--- config.mk ---
export PLATFORM = sky130hd
export DESIGN_NAME = branch_predictor_btb
export DESIGN_NICKNAME = d
export VERILOG_FILES = /design/src/rtl/branch_predictor_btb.sv
export SDC_FILE = /design/constraint.sdc
export NUM_CORES = 1
export LEC_CHECK = 0
export CORE_MARGIN = 4
export CORE_UTILIZATION = 50
export CTS_BUF_LIST = sky130_fd_sc_hd__clkbuf_8
export DETAILED_ROUTE_END_ITERATION = 6
export PLACE_DENSITY = 0.67
export SLEW_MARGIN = 20
export SYNTH_ARGS = -nofsm -noshare
export SYNTH_HDL_FRONTEND = slang
export SYNTH_SLANG_ARGS = --single-unit
--- constraint.sdc ---
create_clock -name clk -period 8.4 [get_ports clk]
set_input_delay 2.52 -clock clk [delete_from_list [all_inputs] [get_ports clk]]
set_output_delay 2.52 -clock clk [all_outputs]
set_load 0.03 [all_outputs]
--- src/rtl/branch_predictor_btb.sv ---
// branch_predictor_btb: direct-mapped BTB with 2-bit direction counters and branch statistics
// Ports:
//   clk, reset (async, active-low)
//   lookup_pc -> pred_taken, pred_target          combinational IF-stage prediction
//   upd_valid, upd_pc, upd_taken, upd_target,
//   upd_pred_taken, upd_pred_target               branch resolved in EX
//   mispredict, redirect_pc                       combinational flush/redirect
//   stat_branches, stat_mispredicts               saturating registered counters
module branch_predictor_btb #(
   parameter int ADDR_WIDTH = 32,
   parameter int INDEX_BITS = 4,
   parameter int TAG_BITS   = 8,
   parameter int STAT_WIDTH = 16
) (
   input  logic                  clk,
   input  logic                  reset,
   input  logic [ADDR_WIDTH-1:0] lookup_pc,
   output logic                  pred_taken,
   output logic [ADDR_WIDTH-1:0] pred_target,
   input  logic                  upd_valid,
   input  logic [ADDR_WIDTH-1:0] upd_pc,
   input  logic                  upd_taken,
   input  logic [ADDR_WIDTH-1:0] upd_target,
   input  logic                  upd_pred_taken,
   input  logic [ADDR_WIDTH-1:0] upd_pred_target,
   output logic                  mispredict,
   output logic [ADDR_WIDTH-1:0] redirect_pc,
   output logic [STAT_WIDTH-1:0] stat_branches,
   output logic [STAT_WIDTH-1:0] stat_mispredicts
);
   localparam int ENTRIES = 1 << INDEX_BITS;

   logic [ENTRIES-1:0]    valid_q;
   logic [TAG_BITS-1:0]   tags   [ENTRIES];
   logic [ADDR_WIDTH-1:0] targets[ENTRIES];
   logic [1:0]            ctrs   [ENTRIES];

   logic [INDEX_BITS-1:0] l_idx, u_idx;
   logic [TAG_BITS-1:0]   l_tag, u_tag;
   logic                  l_hit, u_hit;
   logic [1:0]            ctr_next;

   assign l_idx = lookup_pc[INDEX_BITS+1:2];
   assign l_tag = lookup_pc[INDEX_BITS+TAG_BITS+1:INDEX_BITS+2];
   assign u_idx = upd_pc[INDEX_BITS+1:2];
   assign u_tag = upd_pc[INDEX_BITS+TAG_BITS+1:INDEX_BITS+2];

   // Lookup reads the registered table only, so a same-cycle update is not bypassed
   assign l_hit       = valid_q[l_idx] && (tags[l_idx] == l_tag);
   assign pred_taken  = l_hit && ctrs[l_idx][1];
   assign pred_target = pred_taken ? targets[l_idx] : lookup_pc + ADDR_WIDTH'(4);

   // Gated by reset so no flush is requested while the table is being cleared
   assign mispredict  = reset && upd_valid &&
                        ((upd_taken != upd_pred_taken) || (upd_taken && (upd_target != upd_pred_target)));
   assign redirect_pc = (mispredict && upd_taken) ? upd_target : upd_pc + ADDR_WIDTH'(4);

   assign u_hit    = valid_q[u_idx] && (tags[u_idx] == u_tag);
   assign ctr_next = upd_taken ? ((ctrs[u_idx] == 2'b11) ? 2'b11 : ctrs[u_idx] + 2'd1)
                               : ((ctrs[u_idx] == 2'b00) ? 2'b00 : ctrs[u_idx] - 2'd1);

   always_ff @(posedge clk or negedge reset) begin
      if (!reset) begin
         valid_q          <= '0;
         stat_branches    <= '0;
         stat_mispredicts <= '0;
         for (int i = 0; i < ENTRIES; i++) begin
            tags[i]    <= '0;
            targets[i] <= '0;
            ctrs[i]    <= 2'b01;
         end
      end else if (upd_valid) begin
         if (u_hit) begin
            ctrs[u_idx] <= ctr_next;
            if (upd_taken) targets[u_idx] <= upd_target;
         end else if (upd_taken) begin
            valid_q[u_idx] <= 1'b1;
            tags[u_idx]    <= u_tag;
            targets[u_idx] <= upd_target;
            ctrs[u_idx]    <= 2'b10;
         end
         if (stat_branches != '1) stat_branches <= stat_branches + 1'b1;
         if (mispredict && (stat_mispredicts != '1)) stat_mispredicts <= stat_mispredicts + 1'b1;
      end
   end
endmodule

==> flow_metrics.tcl, run 1 <==
set metrics [dict create \
    status "completed" \
    end_kind "output pin" \
    avgSynthCellArea_um2 14.5 \
    cts_tree "done" \
    final_cell_mix "mux2_2 (708), dfrtp_1 (704), mux4_2 (228), clkdlybuf4s50_1 (165), buf_4 (165)" \
    clk_pin_slew_worst_paths_ns 0.06 \
    nets 2927 \
    power.leakage_nw 18.8 \
    ys_ff_latch 720 \
    hold_violations 0 \
    die_x_um 279 \
    cts_setup_buffers 0 \
    path_class "primary input to output pin" \
    arrival_ns 5.73 \
    p_switching_w 0.00274 \
    worstPathMaxFanout 10 \
    reg2regPathDepth 7 \
    ys_seq_area_share_pct 49.1 \
    synth_ff_type "dfrtp_1" \
    ant_nets 0 \
    drive_above_1_share_pct 47.8 \
    vias 24000 \
    setup_violations 0 \
    initial_core_util_pct 50.4 \
    rsz0062_at_grt "false" \
    cp.required_ns 5.88 \
    clock_skew_ns 0.0569 \
    num-fill-cells 5642 \
    cts_max_path_buffers 3 \
    max_freq_mhz 121 \
    whs_ns 0.490 \
    grt_usage_pct 27.6 \
    antenna_found_initial 4 \
    grt_max_degree 187 \
    design_area_um2 42700 \
    grt_pass1_wl_mm 164 \
    fp-row-count 99 \
    holdBufCountCts 0 \
    pwr-share-comb_pct 21.2 \
    core_um2 73000 \
    p_seq_share_pct 46.9 \
    cts.sinks 720 \
    ys_warn_count 0 \
    slew_headroom_pct 27.4 \
    gp_congestion 0.922 \
    clockPowerShare_pct 32.0 \
    syn-num-nets 2682 \
    drc 0 \
    synth_edf_count 0 \
    first_iter_violations 2132 \
    dr.pass1.iters 5 \
    drt-total-wl_mm 107 \
    fin_crit_ns 8.25 \
    portBuffers 230 \
    vias_per_cell 6.25 \
    tightest_slew_ns 1.09 \
    synth_cell_types 59 \
    post_cts_resize_count 5 \
    overflow 0 \
    routedWlPerCell_um 27.9 \
    grt_pass1_vias 25700 \
    r2r_slack_ns 4.42 \
    synthArstFlopShare_pct 100 \
    syn_inst 2542 \
    power.density_nw_per_um2 227 \
    maxSlewViolCount 0 \
    drv_cap 0 \
    whs_path_depth 1 \
    min_path_type "register to register" \
    die_y_um 279 \
    place_area_um2 40300 \
    irDropWorstVdd_uv 156 \
    h-tree-depth 3 \
    cp-start-kind "primary input" \
    post-place-ws_ns -0.0158 \
    cts_root_buffer "clkbuf_8" \
    netlist_area_um2 36800 \
    hpwl_mm 68.3 \
    insertion_delay_ns 0.76 \
    final_common_cell "mux2_2" \
    final.period_utilization_pct 98.2 \
    ioPinCount 231 \
    fin_util_pct 58.6 \
    setup_slack_ns 0.151 \
    swShare_pct 28.3 \
    die_area_um2 77900 \
    area_delta_synth_final_pct 16.2 \
    numCtsBuffers 118 \
    p_int_w 0.00694 \
]
layer usage:
metal  global-route usage [%]  up-vias  share of wire, %
li1                         -    10000                 -
met5                        0        -             0.028
met1                     38.5    12900                42
met2                     45.0      919                49
met3                     4.90      206               6.2
met4                     8.27        4               3.0
power by group through the flow:
stage          registers [W]  clock network [W]  logic (W)
2_1_floorplan        0.00449                  0    0.00142
3_3_place_gp         0.00452                  0    0.00199
3_5_place_dp         0.00458                  0    0.00205
4_1_cts              0.00452            0.00316    0.00206
5_1_grt              0.00460            0.00332    0.00220
6_report             0.00454            0.00310    0.00205
cell usage after synthesis (19+ instances only):
master / number / share of area, %
mux2_2: 708 / 22
dfrtp_1: 704 / 48
mux4_2: 228 / 14
clkbuf_1: 150 / 1.5
nand2_1: 86 / 0.88
xnor2_1: 71 / 1.7
xor2_1: 64 / 1.5
nand3_1: 53 / 0.72
nor2_1: 39 / 0.40
buf_2: 37 / 0.50
mux2i_1: 37 / 1.0
nand4_1: 31 / 0.53
and3_1: 24 / 0.41
buf_1: 24 / 0.25
o21ai_0: 22 / 0.30
a21oi_1: 21 / 0.29
nand2b_1: 20 / 0.34
or2_2: 19 / 0.32
metrics by stage:
stage               power (W)  setup TNS, ns  instances
global route           0.0101              0       3841
finish                0.00969              0       3842
floorplan             0.00590              0       2542
global placement      0.00651       -0.00692       3625
detailed placement    0.00663        -0.0197       3625
CTS                   0.00974              0       3838
worst paths after layout:
check	start	end
max in group asynchronous	reset	targets[13]
hold / removal	valid_q[6]	valid_q[6]
min in group asynchronous	reset	tags[24]
setup reg to reg	tags[64]	valid_q[2]
setup / recovery	lookup_pc[3]	pred_target[28]
hold reg to reg	valid_q[6]	valid_q[6]
sequential cells by signal (all words and copies together) (netlist names):
| name | flops |
|---|---|
| targets | 512 |
| tags | 128 |
| ctrs | 32 |
| stat_branches | 16 |
| stat_mispredicts | 16 |
| valid_q | 16 |
critical path: stages:
cell and delay (ns):
buf_6 0.12, mux4_1 0.56, mux4_2 0.55, xor2_1 0.18, or4_4 0.55, nor4_4 0.24
buf_12 0.22, buf_4 0.20, mux2_2 0.39, buf_4 0.18
area by class of cell:
type / instances / area, um2 / area share, %
Antenna cell: 3 / 7.51 / 0.0176
Clock buffer: 151 / 2080 / 4.86
Clock inverter: 62 / 339 / 0.794
Inverter: 13 / 48.8 / 0.114
Multi-Input combinational cell: 1578 / 17700 / 41.5
Sequential cell: 720 / 18000 / 42.2
Tap cell: 959 / 1200 / 2.81
Timing Repair Buffer: 356 / 3270 / 7.66
cell families (layout without fill, tap and decap cells):
kind of cell | count (synthesis) | after routing | share of synthesized area (%)
muxes | 981 | 981 | 37.2
DFF | 720 | 720 | 49.1
and+or+nand+nor | 331 | 331 | 4.72
buffers and inverters | 244 | 582 | 2.89
xor gates and xnor gates | 135 | 135 | 3.22
AOI/OAI and AO/OA | 123 | 123 | 2.66
adders and majority gates | 8 | 8 | 0.265
other | 0 | 3 | 0
No activity file was read; power rests on OpenSTA's default activity.
==> run 2: changes to the inputs <==
--- a/config.mk
+++ b/config.mk
@@ -10,5 +10,5 @@
 export CTS_BUF_LIST = sky130_fd_sc_hd__clkbuf_8
 export DETAILED_ROUTE_END_ITERATION = 6
-export PLACE_DENSITY = 0.67
+export PLACE_DENSITY = 0.66
 export SLEW_MARGIN = 20
 export SYNTH_ARGS = -nofsm -noshare
==> constraint.sdc (replaced) <==
create_clock -name clk -period 8.4 [get_ports clk]
set_input_delay 2.1 -clock clk [delete_from_list [all_inputs] [get_ports clk]]
set_output_delay 2.1 -clock clk [all_outputs]
set_load 0.03 [all_outputs]
==> flow_metrics.tcl, run 2 (synthesized netlist as in run 1, its figures left out) <==
set metrics [dict create \
    min_path_type "register to register" \
    post_cts_resize_count 1 \
    hold_violations 0 \
    die_x_um 279 \
    ioPinCount 231 \
    cp-start-kind "primary input" \
    worstPathMaxFanout 18 \
    reg.largest.list "targets: 512 flops, tags: 128 flops, ctrs: 32 flops" \
    antenna_found_initial 3 \
    cts_root_buffer "clkbuf_8" \
    numCtsBuffers 119 \
    arrival_ns 6.04 \
    setup_violations 0 \
    grt_pass1_vias 25500 \
    drt-total-wl_mm 107 \
    r2r_start "tags[88]" \
    grt_usage_pct 27.6 \
    worstHoldStart "targets[435]" \
    area_delta_synth_final_pct 15.7 \
    tightest_slew_ns 1.18 \
    hpwl_mm 68.2 \
    reg2reg_to "ctrs[2]" \
    die_area_um2 77900 \
    cts.sinks 720 \
    finalSetupTns_ns 0 \
    cp.required_ns 6.30 \
    rsz0062_at_grt "false" \
    maxSlewViolCount 0 \
    end_kind "output pin" \
    insertion_delay_ns 0.75 \
    slew_headroom_pct 21.5 \
    portBuffers 230 \
    largest-register "targets" \
    p_total_w 0.00968 \
    r2r_slack_ns 4.29 \
    h-tree-depth 3 \
    status "completed" \
    multiInputGateArea_um2 17700 \
    vias 23800 \
    reg2regPathDepth 8 \
    initial_core_util_pct 50.4 \
    regArea_um2 18000 \
    final_cell_mix "mux2_2 (708), dfrtp_1 (704), mux4_2 (228), clkdlybuf4s50_1 (178), clkbuf_8 (150)" \
    num-fill-cells 5698 \
    first_iter_violations 1814 \
    clock_skew_ns 0.0593 \
    cts_max_path_buffers 3 \
    overflow 0 \
    grt_pass1_wl_mm 163 \
    max_freq_mhz 123 \
    drive_above_1_share_pct 47.1 \
    largest_reg_flops 512 \
    setup_slack_ns 0.257 \
    gp_congestion 0.867 \
    cts_tree "done" \
    path_class "primary input to output pin" \
    dr.pass1.iters 6 \
    routedWlPerCell_um 28.0 \
    irDropWorstVdd_uv 200 \
    core_um2 73000 \
    final.period_utilization_pct 96.9 \
    startpoint "upd_target[23]" \
    vias_per_cell 6.21 \
    power.leakage_nw 18.7 \
    holdBufCountCts 0 \
    fin_crit_ns 8.14 \
    clk_pin_slew_worst_paths_ns 0.06 \
    power.density_nw_per_um2 228 \
    post-place-ws_ns -0.0983 \
    worst_hold_path.endpoint "targets[435]" \
    whs_path_depth 1 \
    cts_setup_buffers 0 \
    nets 2910 \
    ant_nets 0 \
    drv_cap 0 \
    grt_max_degree 193 \
    fp-row-count 99 \
    die_y_um 279 \
    drc 0 \
    final_common_cell "mux2_2" \
]
-- run 2: stage by stage --
step | utilization [%] | instances | hold WS, ns | area, um2
3_3_place_gp | 54.9 | 3607 | 0.474 | 40100
6_report | 58.3 | 3831 | 0.498 | 42600
4_1_cts | 58.3 | 3827 | 0.497 | 42500
3_5_place_dp | 54.9 | 3607 | 0.483 | 40100
2_1_floorplan | - | 2542 | 0.457 | 36800
5_1_grt | 58.3 | 3830 | 0.506 | 42600
-- run 2: area by class of cell --
class / count / area share, %
Sequential cell: 720 / 42.4
Multi-Input combinational cell: 1578 / 41.7
Timing Repair Buffer: 338 / 7.24
Clock buffer: 150 / 4.85
Tap cell: 959 / 2.82
Clock inverter: 70 / 0.879
Inverter: 13 / 0.115
Antenna cell: 3 / 0.0176
-- run 2: how the worst max path moves through the flow --
stage                            to  slack [ns]  cells past startpoint
detailed placement  redirect_pc[19]        -0.1                     11
global placement     redirect_pc[1]        0.02                     11
finish              redirect_pc[19]        0.26                     11
CTS                 redirect_pc[19]        0.27                     11
global route        redirect_pc[19]        0.17                     11
floorplan            pred_target[2]        1.30                      8
-- run 2: worst max-delay path, cell delays in order --
cell and delay (ns):
clkdlybuf4s50_1 0.45, buf_4 0.24, xor2_1 0.27, nor4_2 0.70, nand4_1 0.18, nor4_1 0.36, a31oi_2 0.16, nand2_2 0.40
buf_12 0.22, mux2_2 0.36, clkdlybuf4s50_1 0.59
-- run 2: layer usage --
layer / vias to the layer above / track usage (%) / part of all wire (%)
li1: 9981 / - / -
met1: 12800 / 38.4 / 42
met2: 878 / 44.7 / 48
met3: 156 / 4.46 / 6.5
met4: 0 / 9.27 / 3.3
met5: - / 0 / 0
-- run 2: where the power goes --
group	internal (W)	leakage [nW]	switching (W)	total, W
combinational	0.00115	8.12	0.000894	0.00205
sequential	0.00414	9.14	0.000396	0.00453
clock	0.00165	1.44	0.00146	0.00310
total	0.00694	18.7	0.00275	0.00968
==> run 3: changes to the inputs <==
Settings changed: CORE_MARGIN 4 to unset, TNS_END_PERCENT set to 5.
==> flow_metrics.tcl, run 3 (synthesized netlist as in run 1, its figures left out) <==
set metrics [dict create \
    status "completed" \
    ioPinCount 231 \
    gp_congestion 0.884 \
    grt_pass1_vias 25000 \
    final_common_cell "mux2_2" \
    area_delta_synth_final_pct 16.1 \
    path_class "primary input to output pin" \
    nets 2890 \
    core_um2 72800 \
    grt_pass1_wl_mm 161 \
    cts_max_path_buffers 3 \
    maxSlewViolCount 0 \
    min_path_type "register to register" \
    worstPathMaxFanout 32 \
    overflow 0 \
    hold_violations 0 \
    clk_pin_slew_worst_paths_ns 0.06 \
    routedWlPerCell_um 28.0 \
    cts_root_buffer "clkbuf_8" \
    clock_skew_ns 0.0413 \
    hpwl_mm 66.9 \
    die_y_um 273 \
    finalSetupTns_ns 0 \
    initial_core_util_pct 50.5 \
    numCtsBuffers 118 \
    final.period_utilization_pct 93.5 \
    clockPowerShare_pct 32.6 \
    post-place-ws_ns 0.580 \
    path_cells "buf_6 -> mux4_1 -> mux4_2 -> xor2_1 -> or4_4 -> nor4_4 -> buf_12 -> mux2_2 -> clkdlybuf4s50_1" \
    insertion_delay_ns 0.74 \
    grt_usage_pct 29.1 \
    largest_reg_flops 512 \
    irDropWorstVdd_uv 167 \
    drive_above_1_share_pct 46.9 \
    numPlacedInstances 3589 \
    pwr-share-comb_pct 21.0 \
    cpPeakStageDelay_ns 0.61 \
    first_iter_violations 1989 \
    end_kind "output pin" \
    h-tree-depth 3 \
    post_cts_resize_count 0 \
    portBuffers 230 \
    vias_per_cell 6.25 \
    cp-start-kind "primary input" \
    final_cell_mix "mux2_2 (708), dfrtp_1 (704), mux4_2 (228), clkdlybuf4s50_1 (182), clkbuf_8 (159)" \
    tightest_slew_ns 0.998 \
    slew_headroom_pct 33.2 \
    vias 23900 \
    holdBufCountCts 0 \
    power.density_nw_per_um2 229 \
    fp-row-count 99 \
    cts.sinks 720 \
    arrival_ns 5.75 \
    drt-total-wl_mm 107 \
    p_seq_share_pct 46.4 \
    drc 0 \
    rsz0062_at_grt "false" \
    power.leakage_nw 18.7 \
    largest-register "targets" \
    grt_max_degree 95 \
    p_total_w 0.00978 \
    reg.largest.list "targets: 512 flops, tags: 128 flops, ctrs: 32 flops" \
    dr.pass1.iters 7 \
    antenna_found_initial 6 \
    num-fill-cells 5672 \
    p_int_w 0.00702 \
    cp.required_ns 6.30 \
    cts_tree "done" \
    drv_cap 0 \
    p_switching_w 0.00276 \
    cpMaxStageDelayCell "mux4_1" \
    fin_crit_ns 7.85 \
    cts_setup_buffers 0 \
    ant_nets 0 \
    swShare_pct 28.2 \
    setup_slack_ns 0.548 \
    setup_violations 0 \
    max_freq_mhz 127 \
    fin_util_pct 58.6 \
    die_x_um 273 \
    die_area_um2 74600 \
    instances_no_fill 3818 \
]
## run 3: power by group through the flow
stage,logic (W),registers (W),clock network (W)
detailed placement,0.00205,0.00458,0
finish,0.00205,0.00453,0.00319
global route,0.00219,0.00461,0.00341
floorplan,0.00142,0.00449,0
CTS,0.00206,0.00452,0.00325
global placement,0.00199,0.00452,0
## run 3: final timing paths
check	from	to	cells past startpoint	slack (ns)
worst max-delay path	lookup_pc[3]	pred_target[31]	9	0.55
worst min-delay path	targets[58]	targets[58]	1	0.50
worst max register to register	tags[35]	tags[60]	7	4.30
worst min register to register	targets[58]	targets[58]	1	0.50
max in group asynchronous	reset	targets[501]	4	3.86
min in group asynchronous	reset	tags[66]	1	1.42
## run 3: layout make-up
cell class	count	area (um2)	area share, %
Antenna cell	7	17.5	0.0410
Clock buffer	159	2190	5.13
Clock inverter	63	329	0.771
Inverter	13	48.8	0.114
Multi-Input combinational cell	1578	17700	41.5
Sequential cell	720	18000	42.3
Tap cell	959	1200	2.81
Timing Repair Buffer	319	3130	7.34
## run 3: critical path: cells and delay by family
family | cells | cell delay, ns
buf+inv | 3 | 1.16
mux | 3 | 1.49
xor+xnor | 1 | 0.18
simple gates | 2 | 0.76
## run 3: routing by layer
metal	part of all wire [%]	GRT usage, %
met1	43	40.0
met2	48	46.3
met3	6.3	5.13
met4	3.5	11.0
met5	0	0
## run 3: stage by stage
stage	cell area [um2]	hold WS [ns]
after floorplan	36800	0.457
after global placement	40100	0.481
after detailed placement	40100	0.485
after CTS	42700	0.498
after global routing	42700	0.511
final	42700	0.499
==> RTL edit, RTL diff (config.mk and constraints of run 1) <==
The parameter `TAG_BITS` goes from 8 to 10.
--- a/src/rtl/branch_predictor_btb.sv
+++ b/src/rtl/branch_predictor_btb.sv
@@ -9,7 +9,7 @@
 module branch_predictor_btb #(
    parameter int ADDR_WIDTH = 32,
    parameter int INDEX_BITS = 4,
-   parameter int TAG_BITS   = 8,
+   parameter int TAG_BITS   = 10,
    parameter int STAT_WIDTH = 16
 ) (
    input  logic                  clk,
Check against the original RTL: not settled (the Yosys comparison gave no result); the edit may change what the design does.
==> RTL edit against run 1 <==
Count of clock-buffer cells in the layout is 13 higher. Sequential cell count rose by 32. Synthesized area rose by 4.1%. Total power rose by 6.0%. Cell area is 5.2% higher. Maximum frequency down 0.86%. Largest power group unchanged. Critical endpoint is now redirect_pc[5]. Routed wire length is 6.7% higher. Setup slack worse by 0.071 ns.
==> RTL edit: results (changes against run 1) <==
Seq/Total Area, Yosys 49.2% (+0.17 points); clock buffers 164 (+8.6%); leakage 19.8 nW (+5.3%); register bit total from synthesis 752 (+4.4%); worst hold path startpoint ctrs[18]; top post-synthesis cells by count dfrtp_1 (736), mux2_2 (681), mux4_2 (248); Setup Slack @ Placement -0.0403 ns (-0.0246 ns); Post-Layout Cell Count 4055 (+5.5%); Core Util, Final 59.2% (+0.64 points); Crit Path Max Fanout 5 (-5); Signal buf overhead 8.02% (+0.36 points); Post-layout nets 3052 (+4.3%); multi-input gate count 1613 (+2.2%); post-route cell area 0.0450 sq mm (+5.2%); placed insts 3807 (+5.0%); met1 Use GR 38.8% (+0.34 points); filler instances 5872 (+4.1%); biggest regs targets (512), tags (160), ctrs (32); Post-Syn Instances 2654 (+4.4%); DP Area 0.0422 sq mm (+4.8%); WL met1 47800 microns (+5.7%); largest stage delay on the critical path 0.59 ns (+0.03 ns); vias in the first global route 26700 (+3.7%); worst-skew pair later-pin latency 0.79 ns (+0.03 ns); slowest CP cell clkdlybuf4s50_1; vias 24900 (+3.8%); Yosys cell types 54 (-8.5%); pin count of the biggest net entering global routing 175 (-6.4%); Synth Area in Adders 0.281% (+0.016 points); initial antenna violation count 5 (+1); layout cell share with drive strength beyond 1 47.2% (-0.61 points); reg2reg start tags[83]; Pint 7.39 mW (+6.5%); first-pass GRT wire length 173000 microns (+5.6%); met2 routed WL 54900 microns (+5.2%); htree depth 4 (+1); GR Util met2 45.6% (+0.58 points); total CTS buffers 133 (+13%); Iteration-0 DRC Markers 1963 (-7.9%); Arrival @ worst endpoint 5.80 ns (+0.07 ns); Inverters, non-clock 35 (+22); Clock Skews 0.0445 ns (-0.0124 ns); GPL Wtd Cong 0.912 (-1.1%); routed wl met3 7730 microns (+16%); mux share of post-synthesis cell area 37.4% (+0.21 points); slew margin rel. 21.1% (-6.3 points); status complete, no violations; Crit path max-delay family simple AND/OR/NAND/NOR gates; Multi-input gate area 0.0184 sq mm (+3.4%); Final HPWL DP 73500 microns (+7.7%); top cells by area, synth dfrtp_1 (48%), mux2_2 (20%), mux4_2 (15%)
==> RTL edit: cell count changes after synthesis, moves of 14 or more <==
cell,change
a221o_1,+14
a221oi_1,+14
buf_1,+27
buf_2,+18
dfrtp_1,+32
inv_1,+21
mux2_2,-27
mux2_4,+29
mux4_2,+20
nand2_1,-14
nand2b_1,-17
nor2_1,+46
o21ai_0,-14
==> RTL edit: power by group through the flow <==
stage / logic (mW) / registers, mW / clock network [mW]
6_report: 2.10 / 4.73 / 3.44
5_1_grt: 2.25 / 4.80 / 3.68
4_1_cts: 2.11 / 4.71 / 3.51
3_5_place_dp: 2.10 / 4.77 / 0
3_3_place_gp: 2.04 / 4.71 / 0
2_1_floorplan: 1.42 / 4.67 / 0
==> RTL edit: worst paths after layout <==
path,to,slack (ns),depth (start not counted)
max,redirect_pc[5],0.08,12
min,ctrs[18],0.48,2
max reg2reg,ctrs[2],4.84,7
min reg2reg,ctrs[18],0.48,2
max in group asynchronous,targets[7],3.96,4
min in group asynchronous,valid_q[9],1.56,1
